<file path="src/rtl/fetch_pkg.sv">
`default_nettype none
// +--------------------------------------------------------------------------+
// | fetch_pkg: shared widths, FSM states and prefetch entry type for fetch.   |
// | Revision: 1.0                                                            |
// +--------------------------------------------------------------------------+
package fetch_pkg;

    localparam int ADR_W  = 15;
    localparam int HW_W   = 16;
    localparam int INST_W = 32;

    typedef enum logic [0:0] {
        S_HI = 1'b0,
        S_LO = 1'b1
    } fetch_state_t;

    typedef struct packed {
        logic [INST_W-1:0] inst;
        logic [ADR_W-1:0]  pc;
    } fetch_entry_t;

endpackage : fetch_pkg
`default_nettype wire

</file>
<file path="src/rtl/inst_fetch_if.sv">
`default_nettype none
// +--------------------------------------------------------------------------+
// | inst_fetch_if: memory port B, redirect and decode handshake signals.     |
// | align_err exists only when FETCH_ALIGN_CHECK_EN is defined.              |
// | Revision: 1.0                                                            |
// +--------------------------------------------------------------------------+
interface inst_fetch_if;
    import fetch_pkg::*;

    logic              redirect;
    logic [ADR_W-1:0]  redirect_adr;
    logic [ADR_W-1:0]  mem_adr;
    logic [HW_W-1:0]   mem_dout;
    logic              inst_valid;
    logic [INST_W-1:0] inst;
    logic [ADR_W-1:0]  inst_pc;
    logic              inst_ready;
`ifdef FETCH_ALIGN_CHECK_EN
    logic              align_err;
`endif

    modport master (
        input  redirect, redirect_adr, mem_dout, inst_ready,
`ifdef FETCH_ALIGN_CHECK_EN
        output align_err,
`endif
        output mem_adr, inst_valid, inst, inst_pc
    );

    modport slave (
        output redirect, redirect_adr, mem_dout, inst_ready,
`ifdef FETCH_ALIGN_CHECK_EN
        input  align_err,
`endif
        input  mem_adr, inst_valid, inst, inst_pc
    );

endinterface : inst_fetch_if
`default_nettype wire

</file>
<file path="src/rtl/fetch_fifo.sv">
`default_nettype none
// +--------------------------------------------------------------------------+
// | fetch_fifo: DEPTH-entry synchronous prefetch FIFO; flush beats push/pop. |
// | Revision: 1.0                                                            |
// +--------------------------------------------------------------------------+
module fetch_fifo
    import fetch_pkg::*;
#(
    parameter int DEPTH = 2
) (
    input  wire logic                     clk,
    input  wire logic                     rst_n,
    input  wire logic                     flush,
    input  wire logic                     push,
    input  wire fetch_entry_t             push_data,
    input  wire logic                     pop,
    output fetch_entry_t                  head,
    output logic                          valid,
    output logic [$clog2(DEPTH):0]        count
);

    localparam int PTR_W = $clog2(DEPTH);
    localparam int CNT_W = PTR_W + 1;

    fetch_entry_t     mem [DEPTH];
    logic [PTR_W-1:0] wr_ptr;
    logic [PTR_W-1:0] rd_ptr;
    logic             do_pop;

    assign valid  = (count != '0);
    assign do_pop = pop & valid;
    // Head is forced to zero when empty so the outputs read as reset values.
    assign head   = valid ? mem[rd_ptr] : '0;

    always_ff @(posedge clk) begin
        if (!rst_n || flush) begin
            wr_ptr <= '0;
            rd_ptr <= '0;
            count  <= '0;
        end else begin
            if (push) begin
                wr_ptr <= wr_ptr + PTR_W'(1);
            end
            if (do_pop) begin
                rd_ptr <= rd_ptr + PTR_W'(1);
            end
            case ({push, do_pop})
                2'b10:   count <= count + CNT_W'(1);
                2'b01:   count <= count - CNT_W'(1);
                default: count <= count;
            endcase
        end
    end

    always_ff @(posedge clk) begin
        if (rst_n && !flush && push) begin
            mem[wr_ptr] <= push_data;
        end
    end

endmodule : fetch_fifo
`default_nettype wire

</file>
<file path="src/rtl/inst_fetch.sv">
`default_nettype none
// +--------------------------------------------------------------------------+
// | inst_fetch: two-halfword instruction fetch with prefetch FIFO/redirect.  |
// | Optional: FETCH_ALIGN_CHECK_EN adds the align_err pulse output.          |
// | Revision: 1.0                                                            |
// +--------------------------------------------------------------------------+
module inst_fetch
    import fetch_pkg::*;
#(
    parameter int               DEPTH     = 2,
    parameter logic [ADR_W-1:0] START_ADR = 15'h0000
) (
    input  wire logic   clk,
    input  wire logic   rst_n,
    inst_fetch_if.master bus
);

    localparam int               CNT_W   = $clog2(DEPTH) + 1;
    localparam logic [CNT_W:0]   DEPTH_C = (CNT_W + 1)'(DEPTH);

    fetch_state_t      state, state_nxt;
    logic [ADR_W-1:0]  pc, pc_nxt;
    logic [ADR_W-1:0]  pend_pc, pend_pc_nxt;
    logic [HW_W-1:0]   hi_reg, hi_nxt;
    logic              pend_lo, pend_nxt;
    logic              push;
    fetch_entry_t      push_entry;
    fetch_entry_t      head;
    logic              head_valid;
    logic [CNT_W-1:0]  fifo_count;
    logic [CNT_W:0]    reserved;

    assign bus.mem_adr    = (state == S_LO) ? pc + ADR_W'(1) : pc;
    assign bus.inst_valid = head_valid;
    assign bus.inst       = head.inst;
    assign bus.inst_pc    = head.pc;

    // Slots already filled plus the one instruction still waiting for its lo half.
    assign reserved = {1'b0, fifo_count} + {{CNT_W{1'b0}}, pend_lo};

    always_ff @(posedge clk) begin
        if (!rst_n) begin
            state   <= S_HI;
            pc      <= START_ADR;
            pend_pc <= '0;
            hi_reg  <= '0;
            pend_lo <= 1'b0;
        end else begin
            state   <= state_nxt;
            pc      <= pc_nxt;
            pend_pc <= pend_pc_nxt;
            hi_reg  <= hi_nxt;
            pend_lo <= pend_nxt;
        end
    end

    always_comb begin
        state_nxt       = state;
        pc_nxt          = pc;
        pend_pc_nxt     = pend_pc;
        hi_nxt          = hi_reg;
        pend_nxt        = pend_lo;
        push            = 1'b0;
        push_entry.inst = {hi_reg, bus.mem_dout};
        push_entry.pc   = pend_pc;

        if (pend_lo) begin
            push     = 1'b1;
            pend_nxt = 1'b0;
        end

        case (state)
            S_HI: begin
                if (reserved < DEPTH_C) begin
                    state_nxt = S_LO;
                end
            end
            S_LO: begin
                state_nxt   = S_HI;
                hi_nxt      = bus.mem_dout;
                pend_nxt    = 1'b1;
                pend_pc_nxt = pc;
                pc_nxt      = pc + ADR_W'(2);
            end
            default: state_nxt = S_HI;
        endcase

        // Redirect discards any half-assembled instruction and restarts at the target.
        if (bus.redirect) begin
            state_nxt = S_HI;
            pc_nxt    = bus.redirect_adr;
            pend_nxt  = 1'b0;
            push      = 1'b0;
        end
    end

    fetch_fifo #(
        .DEPTH (DEPTH)
    ) u_fifo (
        .clk       (clk),
        .rst_n     (rst_n),
        .flush     (bus.redirect),
        .push      (push),
        .push_data (push_entry),
        .pop       (bus.inst_ready),
        .head      (head),
        .valid     (head_valid),
        .count     (fifo_count)
    );

`ifdef FETCH_ALIGN_CHECK_EN
    logic align_err_r;

    always_ff @(posedge clk) begin
        if (!rst_n) begin
            align_err_r <= 1'b0;
        end else begin
            align_err_r <= bus.redirect & bus.redirect_adr[0];
        end
    end

    assign bus.align_err = align_err_r;
`endif

endmodule : inst_fetch
`default_nettype wire

</file>
<file path="src/flat_wrapper.sv">
// flat-port wrapper written by rule: the top's interface ports become plain ports
module inst_fetch_flat import fetch_pkg::*;
#(
    parameter int               DEPTH     = 2,
    parameter logic [ADR_W-1:0] START_ADR = 15'h0000
)
  (clk, rst_n, bus_redirect, bus_redirect_adr, bus_mem_dout, bus_inst_ready, bus_mem_adr, bus_inst_valid, bus_inst, bus_inst_pc);
  inst_fetch_if bus_i ();
  input  wire logic clk;
  input  wire logic rst_n;
  input wire logic [$bits(bus_i.redirect)-1:0] bus_redirect;
  input wire logic [$bits(bus_i.redirect_adr)-1:0] bus_redirect_adr;
  input wire logic [$bits(bus_i.mem_dout)-1:0] bus_mem_dout;
  input wire logic [$bits(bus_i.inst_ready)-1:0] bus_inst_ready;
  output wire logic [$bits(bus_i.mem_adr)-1:0] bus_mem_adr;
  output wire logic [$bits(bus_i.inst_valid)-1:0] bus_inst_valid;
  output wire logic [$bits(bus_i.inst)-1:0] bus_inst;
  output wire logic [$bits(bus_i.inst_pc)-1:0] bus_inst_pc;
  assign bus_i.redirect = bus_redirect;
  assign bus_i.redirect_adr = bus_redirect_adr;
  assign bus_i.mem_dout = bus_mem_dout;
  assign bus_i.inst_ready = bus_inst_ready;
  assign bus_mem_adr = bus_i.mem_adr;
  assign bus_inst_valid = bus_i.inst_valid;
  assign bus_inst = bus_i.inst;
  assign bus_inst_pc = bus_i.inst_pc;
  inst_fetch #(.DEPTH(DEPTH), .START_ADR(START_ADR)) u_core (.clk(clk), .rst_n(rst_n), .bus(bus_i));
endmodule
</file>
<file path="config.mk">
export PLATFORM = sky130hd
export DESIGN_NAME = inst_fetch_flat
export DESIGN_NICKNAME = d
export VERILOG_FILES = /design/src/rtl/fetch_pkg.sv /design/src/rtl/inst_fetch_if.sv /design/src/rtl/fetch_fifo.sv /design/src/rtl/inst_fetch.sv /design/src/flat_wrapper.sv
export SDC_FILE = /design/constraint.sdc
export NUM_CORES = 1
export LEC_CHECK = 0
export BUFFER_PORTS_ARGS = -buffer_cell sky130_fd_sc_hd__buf_2
export CORE_MARGIN = 4
export CORE_UTILIZATION = 60
export CTS_BUF_LIST = sky130_fd_sc_hd__clkbuf_16
export DETAILED_ROUTE_END_ITERATION = 10
export PLACE_DENSITY = 0.82
export SLEW_MARGIN = 25
export SYNTH_ARGS = -nofsm -noshare
export SYNTH_HDL_FRONTEND = slang
export SYNTH_SLANG_ARGS = --single-unit
</file>
<file path="constraint.sdc">
create_clock -name clk -period 7.1 [get_ports clk]
set_clock_uncertainty 0.05 [all_clocks]
set_input_delay 0.355 -clock clk [delete_from_list [all_inputs] [get_ports clk]]
set_output_delay 0.355 -clock clk [all_outputs]
set_load 0.05 [all_outputs]
</file>
---- Yosys cells after proc, flatten, opt, wreduce, memory -nomap -nowiden ----
Memories as Yosys holds them, arrays and structs flattened. A register that Yosys moved wholly into a read port is not among the register bits.
Cells that the tools add are included.
storage, ports and cells
  register bits ........................... 52
  memory bits (writable) .................. 94
  bits of input ports ..................... 35
  output and inout bits ................... 63
  logic and storage cells ................. 45
  memories ................................ 1
memory list
  memory             words  bits a word  read ports  clocked after Yosys merged registers in  write ports  RTL line          source
  u_core.u_fifo.mem  2      47           1           1                                        1            fetch_fifo.sv:25  fetch_entry_t mem [DEPTH];
operators by class
  add/subtract/negate cells ............... 7
  $lt $le $gt $ge ......................... 1
  equal/unequal tests ..................... 2
  mux-type cells .......................... 14
  bitwise operators ....................... 3
  reductions and logical operators ........ 9
operators by type and width
  operator                                            count
  two-way mux 47 bit                                  1
  two-way mux 15 bit                                  3
  adder 15 x 1 -> 15 bit, second input constant       1
  adder 15 x 2 -> 15 bit, second input constant       1
  two-way mux 1 bit                                   8
  nonzero test 2 bit                                  3
  one-hot mux 2 bit (2 select lines)                  1
  adder 2 x 1 -> 3 bit                                1
  < comparator 3 x 2 -> 1 bit, second input constant  1
  adder 1 bit, second input constant                  2
  adder 2 x 1 -> 2 bit, second input constant         1
  == test 2 x 1 -> 1 bit, second input constant       1
  == test 2 bit, second input constant                1
  logical AND 1 bit                                   2
  logical NOT 1 bit                                   2
  inverter 1 bit                                      2
  one-hot mux 1 bit (2 select lines)                  1
  OR reduction 2 bit                                  1
  subtractor 2 x 1 -> 2 bit, second input constant    1
  AND 1 bit                                           1
  logical OR 1 bit                                    1

---- Depth between registers and ports, before layout ----
Gate-level depths: netlist (run 1).
  depth after elaboration ................. 5
  mapped depth ............................ 7
  gate-level depth less buffers ........... 7

---- Cells and area by module ----
A second synthesis (run 1) with hierarchy kept.
unflattened totals
  cell total of the unflattened synthesis .. 465
  area, all modules ....................... 5957.0 um^2
by module, submodules not included
  module      times used  cells an instance  area an instance (um^2)  seq. area each (um^2)
  fetch_fifo  1           224                3746.1                   2922.8
  inst_fetch  1           241                2210.9                   960.9

---- Worst setup path after synthesis (run 1) ----
Ideal clock, no wire load.
  path kind ............................... input to register
  from .................................... input port bus_redirect
  to ...................................... memory u_core.u_fifo.mem[0][0] in the netlist's numbering, enable pin
  setup time .............................. 0.520 ns
  arrival ................................. 4.172 ns
  path slack .............................. 2.359 ns
  stages on the path ...................... 3
  buffers on the path ..................... 0
  cell sequence ........................... inv_1 nand2_1 nor3b_1
on the way
  word-level cells in the longest chain between the ends .. 5
  elaborated cells on any way between the ends .. 6
  classes of those cells .................. mux (3); reduce/logical (3)
ends and longest elaborated chain
  item                                       RTL line            source
  from (decl)                                flat_wrapper.sv:11  input wire logic [$bits(bus_i.redirect)-1:0] bus_redirect;
  logical NOT 1 bit                          fetch_fifo.sv:56    if (rst_n && !flush && push) begin
  logical AND 1 bit                          fetch_fifo.sv:56
  logical AND 1 bit *                        fetch_fifo.sv:56
  two-way mux 1 bit *                        fetch_fifo.sv:56
  two-way mux 1 bit (not written as such) *  fetch_fifo.sv:57    mem[wr_ptr] <= push_data;
  to (decl)                                  fetch_fifo.sv:25
Every way passes the cells marked *; elsewhere a longest branch is shown, timed or not.

---- Worst setup path in the final report (run 1) ----
  from .................................... register u_core.pc[1]
  to ...................................... output port bus_mem_adr[9]
on the way
  word-level cells in the longest chain between the ends .. 2
ends and longest elaborated chain
  item                    RTL line            source
  from (decl)             inst_fetch.sv:22    logic [ADR_W-1:0] pc, pc_nxt;
  from (signal assigned)  inst_fetch.sv:50    pc <= pc_nxt;
  adder 15 x 1 -> 15 bit  inst_fetch.sv:33    assign bus.mem_adr = (state == S_LO) ? pc + ADR_W'(1) : pc;
  two-way mux 15 bit      inst_fetch.sv:33
  to (decl)               flat_wrapper.sv:15  output wire logic [$bits(bus_i.mem_adr)-1:0] bus_mem_adr;
Every way passes these cells.

==> results.py, run 1 <==
metrics = {
    "clock_network": {
        "cts_tree": "done",
        "cts_root_buf": "clkbuf_16",
        "cts_hold_buf": 0,
        "htreeDepth": 4,
        "cts.clk_slew.worst_paths_ps": 60,
        "cts_resized": 0,
        "clock_path_buffers": 2,
        "clock_latency_ps": 410,
        "cts_made_buffers": 17,
        "cts_setup_buffers": 0,
        "clkSinkCount": 147,
    },
    "finish": {
        "layout_commonest_cell": "buf_2",
        "largest_reg_flops": 94,
        "area_delta_synth_final_pct": 19.9,
        "layout_common_cells": "buf_2 (97), edfxtp_1 (94), mux2i_1 (79)",
        "drive_gt1_share_pct": 25.4,
        "n_antenna_cell": 0,
        "fin_nets": 588,
    },
    "floorplanning": {
        "coreArea_mm2": 0.00977,
        "die_w_um": 108,
        "rows": 36,
        "die-height_um": 108,
        "io_pins": 98,
        "dieArea_mm2": 0.0117,
        "start_util_pct": 61.4,
    },
    "timing": {
        "final_hold_viol_count": 0,
        "setup_viol": 0,
        "period_needed_ps": 2740,
        "worst_pin_slew_ps": 751,
        "setup_tns_ps": 0,
        "drv_slew": 0,
        "rsz0062_at_grt": "no",
        "slew_headroom_pct": 49.7,
        "min_period_over_period_pct": 38.7,
        "fmax_mhz": 364,
    },
    "routing": {
        "vias": 3694,
        "drc_errors": 0,
        "drt-wirelength-per-cell_um": 16.4,
        "ant_nets": 0,
        "drt_iter0_drc": 161,
        "wirelength_mm": 11.4,
        "post_drt_via_cell_ratio": 5.31,
        "first_pass_iters": 5,
    },
    "yosys": {
        "syn_area_per_cell_um2": 13.1,
        "synth_nets": 497,
        "yosysWarnings": 0,
        "ys_seq_area_share_pct": 64.7,
        "syn_area_mm2": 0.00600,
        "synthCells": 459,
        "synth-seq-cells": 147,
        "ys_types": 31,
    },
    "critical_path": {
        "cp.arrival_ps": 2340,
        "startpoint_type": "flip-flop",
        "end_kind": "primary output",
        "path_class": "flip-flop to primary output",
        "rr_startpoint": "u_core.u_fifo.count[0]",
        "cp_max_fo": 7,
        "cp.required_ps": 6690,
        "worstSetupStartpoint": "u_core.pc[1]",
    },
    "power_and_ir_drop": {
        "ir_worst_vdd_mv": 0.180,
        "finalPower_w": 0.00192,
        "p_per_area_mw_per_mm2": 267,
        "leakagePower_nw": 2.65,
    },
    "placement": {
        "dp_hpwl_mm": 6.80,
        "io_buffers": 97,
        "gp_congestion": 0.809,
    },
    "global_route": {
        "grt_max_degree": 49,
        "antenna_found_initial": 0,
        "gr-usage-all-layers_pct": 20.0,
        "gr-total-overflow": 0,
        "grt_first_pass_wirelength_mm": 17.9,
        "grt_pass1_vias": 3690,
    },
    "job": {
        "cap_violations": 0,
    },
    "run_status": {
        "outcome": "finished clean",
    },
    "min_path": {
        "hold_path_class": "input port to flip-flop",
        "hold_start": "bus_mem_dout[1]",
    },
}
==> final timing paths <==
check | to | slack (ps) | depth (start not counted)
worst max register to register | u_core.u_fifo.count[1] | 4800 | 7
worst min-delay path | u_core.u_fifo.mem[1][16] | 110 | 1
worst min register to register | u_core.u_fifo.mem[1][38] | 410 | 0
worst max-delay path | bus_mem_adr[9] | 4360 | 6
==> worst max-delay path, stage by stage, from the launching register on <==
cell     delay, ps
dfxtp_1        480
ha_1           270
nand3_1        150
nor3_1         340
and3_1         210
xor2_1         190
buf_2          300
==> metal layers <==
layer	global-route usage (%)	wire length, um	vias up
met2	33.1	5900	125
met1	24.5	4690	1745
met4	10.4	165	0
met3	4.96	668	14
met5	0	0	-
li1	-	-	1810
==> power breakdown <==
part           switching, W  total [W]  internal (W)
Combinational     0.0000638   0.000100     0.0000367
Clock              0.000322   0.000881      0.000559
Sequential        0.0000204   0.000942      0.000922
Total              0.000407    0.00192       0.00152
==> logic make-up (layout without fill, tap and decap cells) <==
family,count (synthesis),in the layout,synth area share (%)
AO/OA/AOI/OAI,30,30,2.67
XOR/XNOR,31,31,4.52
adder cells (fa/ha/maj),3,3,0.625
buffers and inverters,33,137,2.42
flip-flops,147,147,64.7
multiplexers,80,80,13.4
AND/OR/NAND/NOR,135,135,11.7
==> stage by stage <==
step                area (um^2)  instances  worst slack (ps)  hold WS (ps)  utilization (%)
floorplan                  6000        459              2360           375                -
global placement           6560        663              4100           379             67.2
detailed placement         6570        663              3940           384             67.2
CTS                        7170        695              4360          94.1             73.4
global route               7200        696              4140          96.9             73.6
finish                     7200        696              4360           108             73.6
==> synthesized netlist by cell type <==
cell / number / area [um^2]
nand3_4: 1 / 17.5
nor2b_1: 31 / 194
a2111oi_0: 1 / 8.76
dfxtp_1: 53 / 1060
mux2_2: 1 / 11.3
o21ai_0: 15 / 75.1
buf_2: 17 / 85.1
nand3_1: 9 / 45.0
nand2_1: 11 / 41.3
a21oi_1: 12 / 60.1
ha_1: 3 / 37.5
nand4_1: 4 / 25.0
or3_1: 1 / 6.26
and3_1: 1 / 6.26
and2_1: 3 / 18.8
or2_1: 1 / 6.26
xnor2_1: 21 / 184
nor3_1: 6 / 30.0
buf_1: 3 / 11.3
xor2_1: 10 / 87.6
nor2_1: 60 / 225
inv_1: 4 / 15.0
nand4_4: 1 / 21.3
edfxtp_1: 94 / 2820
nor4_2: 4 / 50.1
mux2i_1: 79 / 791
a21oi_2: 1 / 8.76
nor3b_1: 1 / 7.51
a21boi_0: 1 / 7.51
and4_1: 1 / 8.76
clkbuf_1: 9 / 33.8
==> layout make-up <==
cell class | instances | area, um^2
Clock inverter | 11 | 80.1
Clock buffer | 21 | 526
Inverter | 4 | 15.0
Timing Repair Buffer | 101 | 536
Fill cell | 650 | 2580
Sequential cell | 147 | 3890
Tap cell | 133 | 166
Multi-Input combinational cell | 279 | 1990
(Power assumes the default switching activity.)
==> run 2: changes to the inputs <==
- CORE_UTILIZATION: 60 -> 56
- PLACE_DENSITY: 0.82 -> 0.77
- clock period: 7.1 -> 2.9 ns (I/O delays scaled with it)
==> results.py, run 2 (synthesis results as in run 1) <==
metrics = {
    "run_status": {
        "outcome": "finished clean",
    },
    "routing": {
        "drt_iter0_drc": 236,
        "ant_nets": 0,
        "first_pass_iters": 5,
        "drt-wirelength-per-cell_um": 15.0,
        "drc_errors": 0,
        "vias": 3833,
        "post_drt_via_cell_ratio": 5.22,
        "wirelength_mm": 11.0,
    },
    "finish": {
        "area_delta_synth_final_pct": 25.3,
        "multiInputGateArea_mm2": 0.00199,
        "seqCellArea_mm2": 0.00389,
        "n_fill_cell": 741,
        "n_antenna_cell": 0,
        "layout_commonest_cell": "buf_2",
        "postLayoutCoreUtil_pct": 72.5,
        "drive_gt1_share_pct": 24.9,
        "largest_reg_flops": 94,
        "fin_nets": 623,
        "layout_common_cells": "buf_2 (97), edfxtp_1 (94), mux2i_1 (79)",
    },
    "placement": {
        "gp_congestion": 0.874,
        "dp_hpwl_mm": 6.81,
        "io_buffers": 97,
    },
    "min_path": {
        "hold_start": "rst_n",
        "hold_path_class": "input port to flip-flop",
    },
    "global_route": {
        "grt_max_degree": 48,
        "antenna_found_initial": 0,
        "gr-usage-all-layers_pct": 18.9,
        "grt_first_pass_wirelength_mm": 18.7,
        "gr-total-overflow": 0,
        "grt_pass1_vias": 3969,
    },
    "critical_path": {
        "path_class": "flip-flop to primary output",
        "setup.worst_path.end": "bus_mem_adr[9]",
        "critPathTopFamily": "simple AND/OR/NAND/NOR gates",
        "worstRegToRegCells": 5,
        "worstSetupStartpoint": "u_core.pc[2]",
        "r2r_end": "u_core.pc[7]",
        "rr_startpoint": "u_core.state",
        "cp.arrival_ps": 2240,
        "cp_max_fo": 8,
        "startpoint_type": "flip-flop",
        "end_kind": "primary output",
        "crit_slowest_cell": "dfxtp_1",
        "reg2reg_setup_slack_ps": 980,
        "cp.required_ps": 2710,
        "crit_chain": "ha_1, nand3_1, nor3_1, and3_1, xor2_1, buf_2",
        "path_buf_inv": 1,
        "slowest_delay_ps": 480,
        "worstSetupPathDepth": 6,
    },
    "timing": {
        "setup_tns_ps": 0,
        "drv_slew": 0,
        "slew_headroom_pct": 57.5,
        "fmax_mhz": 411,
        "min_period_over_period_pct": 83.8,
        "period_needed_ps": 2430,
        "setup_viol": 0,
        "rsz0062_at_grt": "no",
        "final_hold_viol_count": 0,
        "worst_pin_slew_ps": 638,
    },
    "clock_network": {
        "clock_latency_ps": 410,
        "cts_made_buffers": 17,
        "cts_tree": "done",
        "cts.clk_slew.worst_paths_ps": 60,
        "htreeDepth": 4,
        "clkSinkCount": 147,
        "cts_root_buf": "clkbuf_16",
        "cts_setup_buffers": 0,
        "clock_path_buffers": 2,
    },
    "floorplanning": {
        "rows": 37,
        "start_util_pct": 57.9,
        "io_pins": 98,
        "coreArea_mm2": 0.0104,
        "dieArea_mm2": 0.0124,
        "die-height_um": 112,
        "die_w_um": 112,
    },
    "power_and_ir_drop": {
        "leakagePower_nw": 2.77,
        "switchingPower_w": 0.00104,
        "clkPwrFrac_pct": 45.1,
        "power.share.sequential_pct": 49.0,
        "combPwrFrac_pct": 5.9,
        "p_int_w": 0.00366,
        "finalPower_w": 0.00471,
        "ir_worst_vdd_mv": 0.353,
        "switching_share_pct": 22.2,
        "p_per_area_mw_per_mm2": 626,
    },
    "job": {
        "cap_violations": 0,
    },
}
run 2: changes by cell type in the layout (fill, tap and decap cells not counted), sizes merged:
cell and delta:
dlygate4sd3 +31, clkbuf -2, buf +4, clkinv +3, inv -2, clkinvlp +1
run 2: metal layers:
| metal | vias to the layer above | GRT usage [%] | wire, um |
|---|---|---|---|
| met4 | 0 | 8.11 | 178 |
| met3 | 17 | 5.60 | 598 |
| met5 | - | 0 | 0 |
| met1 | 1828 | 22.9 | 4790 |
| li1 | 1878 | - | - |
| met2 | 110 | 31.6 | 5460 |
run 2: power by group through the flow:
stage          Sequential (W)  Clock, W  Combinational [W]
5_1_grt               0.00231   0.00227           0.000303
4_1_cts               0.00230   0.00216           0.000280
3_3_place_gp          0.00235         0           0.000242
3_5_place_dp          0.00235         0           0.000246
6_report              0.00231   0.00212           0.000279
2_1_floorplan         0.00232         0           0.000197
run 2: layout make-up:
type	instances	area share [%]
clock buffers	19	6.32
flip-flops and latches	147	51.7
inverters	4	0.200
repair buffers	136	11.4
well taps	136	2.26
clock inverters	13	1.63
multi-input cells	279	26.5
run 2: stage by stage:
step	hold slack, ps	area (um^2)	std cells	setup slack (ps)
detailed placement	302	6610	671	923
global placement	300	6610	671	970
floorplan	194	6010	459	33.4
global route	52.2	7520	734	269
finish	51.4	7520	734	468
CTS	44.1	7520	734	467
run 2: how the worst min path moves through the flow:
stage                                     to  slack, ps  cells past startpoint
CTS                        u_core.pend_pc[2]         40                      2
global route               u_core.pend_pc[1]         50                      2
detailed placement  u_core.u_fifo.mem[1][29]        300                      1
global placement    u_core.u_fifo.mem[1][30]        300                      1
floorplan           u_core.u_fifo.mem[0][15]        190                      0
finish                     u_core.pend_pc[2]         50                      2
run 2: repair_timing:
item | 4_1_cts | 5_1_grt
hold buffers | 31 | 0
endpoints found under the hold margin | 62 | 0
resized for setup | 0 | 0
endpoints found under the setup margin | 0 | 0
